===== config.mk =====
export PLATFORM = sky130hd
export DESIGN_NAME = spi_pkt_ctrl
export DESIGN_NICKNAME = d
export VERILOG_FILES = /design/src/rtl/spi_pkt_ctrl.sv
export SDC_FILE = /design/constraint.sdc
export NUM_CORES = 1
export LEC_CHECK = 0
export CORE_ASPECT_RATIO = 0.6
export CORE_MARGIN = 8
export CORE_UTILIZATION = 48
export CTS_CLUSTER_SIZE = 10
export DETAILED_ROUTE_END_ITERATION = 7
export PLACE_DENSITY_LB_ADDON = 0.2
export SLEW_MARGIN = 5
export SYNTH_ARGS = -nofsm -noshare
export SYNTH_HDL_FRONTEND = slang
export SYNTH_SLANG_ARGS = --single-unit

===== constraint.sdc =====
create_clock -name clk -period 2.1 [get_ports clk]
set_clock_uncertainty 0.05 [all_clocks]
set_input_delay 0.315 -clock clk [delete_from_list [all_inputs] [get_ports clk]]
set_output_delay 0.315 -clock clk [all_outputs]
set_load 0.01 [all_outputs]

===== src/rtl/spi_pkt_ctrl.sv =====
// SPI packet controller: frames command/data bytes from an SPI byte shifter
// into single-cycle register read/write strobes, with abort and timeout handling.
module spi_pkt_ctrl #(
    parameter int ADDR_W  = 7,
    parameter int TIMEOUT = 64
) (
    input  logic              clk,
    input  logic              rst,
    input  logic              cs_n,
    input  logic              byte_flg,
    input  logic [7:0]        spi_byte,
    output logic              spi_en,
    output logic              spi_clr,
    output logic              reg_wr,
    output logic              reg_rd,
    output logic [ADDR_W-1:0] reg_addr,
    output logic [7:0]        reg_wdata,
    output logic              pkt_done,
    output logic              pkt_err,
    output logic              busy
);

    localparam int CNT_W = $clog2(TIMEOUT) + 1;
    localparam logic [CNT_W-1:0] CNT_LAST = CNT_W'(TIMEOUT - 1);

    typedef enum logic [2:0] {
        S_IDLE = 3'd0,
        S_CMD  = 3'd1,
        S_DATA = 3'd2,
        S_HOLD = 3'd3,
        S_ERR  = 3'd4
    } state_t;

    state_t             state_r, state_s;
    logic [CNT_W-1:0]   cnt_r, cnt_s;
    logic               rw_r, rw_s;
    logic [ADDR_W-1:0]  addr_s;
    logic [7:0]         wdata_s;
    logic               clr_s, wr_s, rd_s, done_s, err_s;

    function automatic logic [CNT_W-1:0] sat_inc(input logic [CNT_W-1:0] v);
        return (v == {CNT_W{1'b1}}) ? v : v + {{(CNT_W-1){1'b0}}, 1'b1};
    endfunction

    // Next-state, timeout counter and next values of every registered output
    always_comb begin
        state_s = state_r;
        cnt_s   = cnt_r;
        rw_s    = rw_r;
        addr_s  = reg_addr;
        wdata_s = reg_wdata;
        clr_s   = 1'b0;
        wr_s    = 1'b0;
        rd_s    = 1'b0;
        done_s  = 1'b0;
        err_s   = 1'b0;
        case (state_r)
            S_IDLE: begin
                cnt_s = '0;
                if (!cs_n) begin
                    clr_s   = 1'b1;
                    state_s = S_CMD;
                end else begin
                    state_s = S_IDLE;
                end
            end
            S_CMD: begin
                // A byte wins over both abort and timeout in the same cycle
                if (byte_flg) begin
                    cnt_s  = '0;
                    rw_s   = spi_byte[7];
                    addr_s = spi_byte[ADDR_W-1:0];
                    if (spi_byte[7]) begin
                        rd_s    = 1'b1;
                        done_s  = 1'b1;
                        state_s = S_HOLD;
                    end else begin
                        state_s = S_DATA;
                    end
                end else if (cs_n) begin
                    err_s   = 1'b1;
                    state_s = S_IDLE;
                end else if (cnt_r == CNT_LAST) begin
                    err_s   = 1'b1;
                    state_s = S_ERR;
                end else begin
                    cnt_s = sat_inc(cnt_r);
                end
            end
            S_DATA: begin
                if (byte_flg) begin
                    cnt_s   = '0;
                    wdata_s = spi_byte;
                    wr_s    = 1'b1;
                    done_s  = 1'b1;
                    state_s = S_HOLD;
                end else if (cs_n) begin
                    err_s   = 1'b1;
                    state_s = S_IDLE;
                end else if (cnt_r == CNT_LAST) begin
                    err_s   = 1'b1;
                    state_s = S_ERR;
                end else begin
                    cnt_s = sat_inc(cnt_r);
                end
            end
            S_HOLD, S_ERR: begin
                if (cs_n) begin
                    state_s = S_IDLE;
                end else begin
                    state_s = state_r;
                end
            end
            default: begin
                state_s = S_IDLE;
                cnt_s   = '0;
            end
        endcase
    end

    // State, counter and output registers; reset clears everything
    always_ff @(posedge clk or negedge rst) begin
        if (!rst) begin
            state_r   <= S_IDLE;
            cnt_r     <= '0;
            rw_r      <= 1'b0;
            spi_en    <= 1'b0;
            spi_clr   <= 1'b0;
            reg_wr    <= 1'b0;
            reg_rd    <= 1'b0;
            reg_addr  <= '0;
            reg_wdata <= 8'h00;
            pkt_done  <= 1'b0;
            pkt_err   <= 1'b0;
            busy      <= 1'b0;
        end else begin
            state_r   <= state_s;
            cnt_r     <= cnt_s;
            rw_r      <= rw_s;
            spi_en    <= (state_s == S_CMD) || (state_s == S_DATA);
            spi_clr   <= clr_s;
            reg_wr    <= wr_s;
            reg_rd    <= rd_s;
            reg_addr  <= addr_s;
            reg_wdata <= wdata_s;
            pkt_done  <= done_s;
            pkt_err   <= err_s;
            busy      <= (state_s != S_IDLE);
        end
    end

endmodule


==> results of run 1 <==
worst paths after layout:
| kind | slack [ns] | depth (start not counted) | from | end |
|---|---|---|---|---|
| worst max-delay path | 0.17 | 5 | cnt_r[0] | busy |
| worst min-delay path | 0.38 | 2 | rst | reg_addr[5] |
| worst max register to register | 0.17 | 5 | cnt_r[0] | busy |
| worst min register to register | 0.43 | 1 | reg_wdata[0] | reg_wdata[0] |
| max in group asynchronous | 1.34 | 2 | rst | state_r[0] |
| min in group clk | 0.43 | 1 | reg_wdata[0] | reg_wdata[0] |
final cells by class:
type | count | area share [%]
sequential | 32 | 42.2
tap | 42 | 2.77
inverter | 3 | 0.593
timing repair buffer | 40 | 20.8
multi-input combinational | 68 | 29.5
clock inverter | 1 | 0.264
clock buffer | 6 | 3.82
state kept, by name (all words and copies together) (netlist names):
name,cells
busy,1
cnt_r,7
pkt_done,1
pkt_err,1
reg_addr,7
reg_rd,1
reg_wdata,8
reg_wr,1
spi_clr,1
spi_en,1
state_r,3
power by group through the flow:
stage	logic, mW	clock network, mW	registers [mW]
after floorplan	0.555	0	1.06
after global placement	1.13	0	1.01
after detailed placement	1.17	0	1.03
after CTS	1.17	0.456	1.01
after global routing	1.24	0.474	1.04
final	1.16	0.434	1.01
routing by layer:
metal / wire [µm] / vias to the layer above / global-route usage, %
li1: - / 481 / -
met1: 1490 / 509 / 16.9
met2: 1440 / 31 / 19.2
met3: 234 / 5 / 5.92
met4: 44 / 0 / 6.68
met5: 0 / - / 0
placed cells by master (no fill, tap or decap), types with 3 or more instances in the layout:
master,count
a21o_1,4
a21oi_1,3
a31oi_1,8
and3_1,3
buf_4,6
clkbuf_8,5
clkdlybuf4s50_1,33
dfrtp_1,32
inv_1,3
mux2_1,7
mux2_2,8
nand2b_1,3
nor2_1,4
through the flow:
stage	cells	worst slack (ns)	power [mW]	util, %
6_report	192	0.175	2.60	67.0
5_1_grt	192	0.0564	2.75	67.0
4_1_cts	192	0.178	2.64	67.0
3_5_place_dp	185	0.0534	2.19	64.2
3_3_place_gp	185	0.111	2.14	64.2
2_1_floorplan	110	0.364	1.61	-
logic make-up after synthesis:
family / Yosys count
flip-flops: 32
AND/OR/NAND/NOR: 26
AO/OA/AOI/OAI: 24
multiplexers: 15
buffers and inverters: 10
XOR/XNOR: 2
adder cells (fa/ha/maj): 1
==> summary.txt, run 1 <==
Logic synthesis
  – FFs w/ async S/R, synth: 100%
  – Most numerous cell in the Yosys netlist: dfrtp_1
  – Synth Area in Compound Gates: around 13%
  – Largest family of logic cells by synthesized area: compound AO/OA/AOI/OAI gates
  – Warnings, synthesis: 0
  – Post-Syn Nets: ~120
  – Seq/Total Area, Yosys: 56.9%
  – Yosys top cell by area: dfrtp_1
  – Mapped Cells: 110
  – Adder-cell share of the synthesized area: less than 1%
  – Synth Area in XOR/XNOR: roughly 1.2%
  – Synth Flop Type: dfrtp_1
  – Ranking of synthesized cells by area: dfrtp_1, mux2_2, mux2_1
  – Cell Area, Synth: approximately 0.0014 mm²
  – Commonest cells in the synthesized netlist: dfrtp_1, a31oi_1, mux2_2
  – Number of synthesized register bits: 32
  – Post-synthesis mux area share: roughly an eighth
  – Yosys top cell area share: a little under three fifths
  – Number of synthesized flops with an enable pin: 0
  – Post-synth cell types: 37
  – Syn Area/Cell: around 13 µm²
  – Simple-gate portion of the synthesized area: 11.9%

Critical path
  – CP peak stage delay: between 0.3 and 0.4 ns
  – Crit path DAT: a little over 2 ns
  – Worst Setup Start Kind: flop
  – Largest delay share family, worst path: simple AND/OR/NAND/NOR gates
  – Worst Path Class, Setup: flop to flop
  – Worst path bufs/invs: 0
  – CP max FO: 4
  – WP data required: ~2.2 ns
  – Worst path slowest cell: dfrtp_1
  – Critical Path End Type: flop
  – Crit-path cells: ha_1, and3_1, and2_1, a2bb2oi_1, or3b_1

Pwr
  – Leakage: between 0.8 and 0.9 nW
  – Sw Share: roughly a third
  – Internal cell power: between 1.5 and 2 mW
  – Peak supply drop: between 0.8 and 0.9 mV
  – Reg power frac: approximately 39%
  – Combinational share of power: between 40 and 50%
  – P_sw: around 0.85 mW
  – Clock power frac: between 10% and 20%
  – Cell Pwr Density: 1370 mW/mm²

Cells and area
  – Design area: 0.00190 mm²
  – Share of layout cells above drive strength 1: approximately 17%
  – ANT cells: 0
  – P&R area growth vs syn: 35.0%
  – Reg area: 801 µm²
  – Multi-input logic area: 561 µm²
  – Filler cell count: ~220
  – Layout Nets: about 160

STA
  – Fin Hold WS: ~0.38 ns
  – TNS Setup: 0 ns
  – Fin. max-slew vios: 0
  – RSZ-0062 raised after global routing: false
  – Tcrit/Tclk final: a little over 90%
  – Max_slew headroom: between 60% and 70%
  – Final hold viol count: 0
  – Peak Freq: between 0.5 and 0.6 GHz
  – Final setup viols: 0
  – Tmin final: between 1.5 and 2 ns
  – Tightest Pin Transition: approximately 0.45 ns

Detailed routing
  – Vias after detailed routing: approximately 1000
  – Routed length per placed instance: between 15 and 20 µm
  – Vias per cell: roughly 5.3
  – Drt first pass iters: 4
  – Final wirelength: 3210 µm
  – Final ANT Viol Nets: 0
  – # DRC: 0
  – Initial drt markers: between 50 and 60

GRT
  – Number of global-route vias before repair: a little under 1000
  – Wire length of the first global-routing pass: 5000 µm
  – Largest net degree at the start of global routing: 33
  – All-layer global routing usage: between 10% and 20%
  – Initial antenna violation count: 0
  – Congestion Overflow GR: 0

CTS
  – Clock Latency Late Sink: between 0.2 and 0.3 ns
  – CTS tree: built
  – CTS sink count: 32
  – Total CTS buffers: 5
  – Postcts setup bufs: 0
  – CTS H-tree depth: 2
  – Resize count post-CTS: 0
  – CTS Buffer Depth: 2
  – Hold_buf cts: 0
  – Clk root buf: clkbuf_8
  – Clock-pin transition on the worst setup and hold timing paths: roughly 0.060 ns

Placed design
  – HPWL Detailed: approximately 2400 µm
  – Area after DPL: ~0.0018 mm²
  – GPL Wtd Cong: 0.772
  – PortBufs: 33

Die
  – Row count: 15
  – Die Span Y: roughly 58 µm
  – Floorplan die width: between 80 and 90 µm
  – Die ar.: 0.00497 mm²
  – Initial core utilization: 49.6%
  – Core Region: around 0.0028 mm²
  – I/O pins: 34

Job
  – Max-Cap Viols: 0

Min path
  – Hold Path Class: primary input to asynchronous set/reset pin

Status
  – Status: finished clean
Power figures use the tool's default switching activity.
==> inputs of run 2 (changes only) <==
SLEW_MARGIN = default   (was 5)
==> results of run 2 <==
Final layout, timing and power as in run 1 (identical DEF).
==> inputs of run 3 (changes only) <==
HOLD_SLACK_MARGIN = 0.12   (was default)
==> results of run 3 <==
Final layout, timing and power as in run 1 (identical DEF).
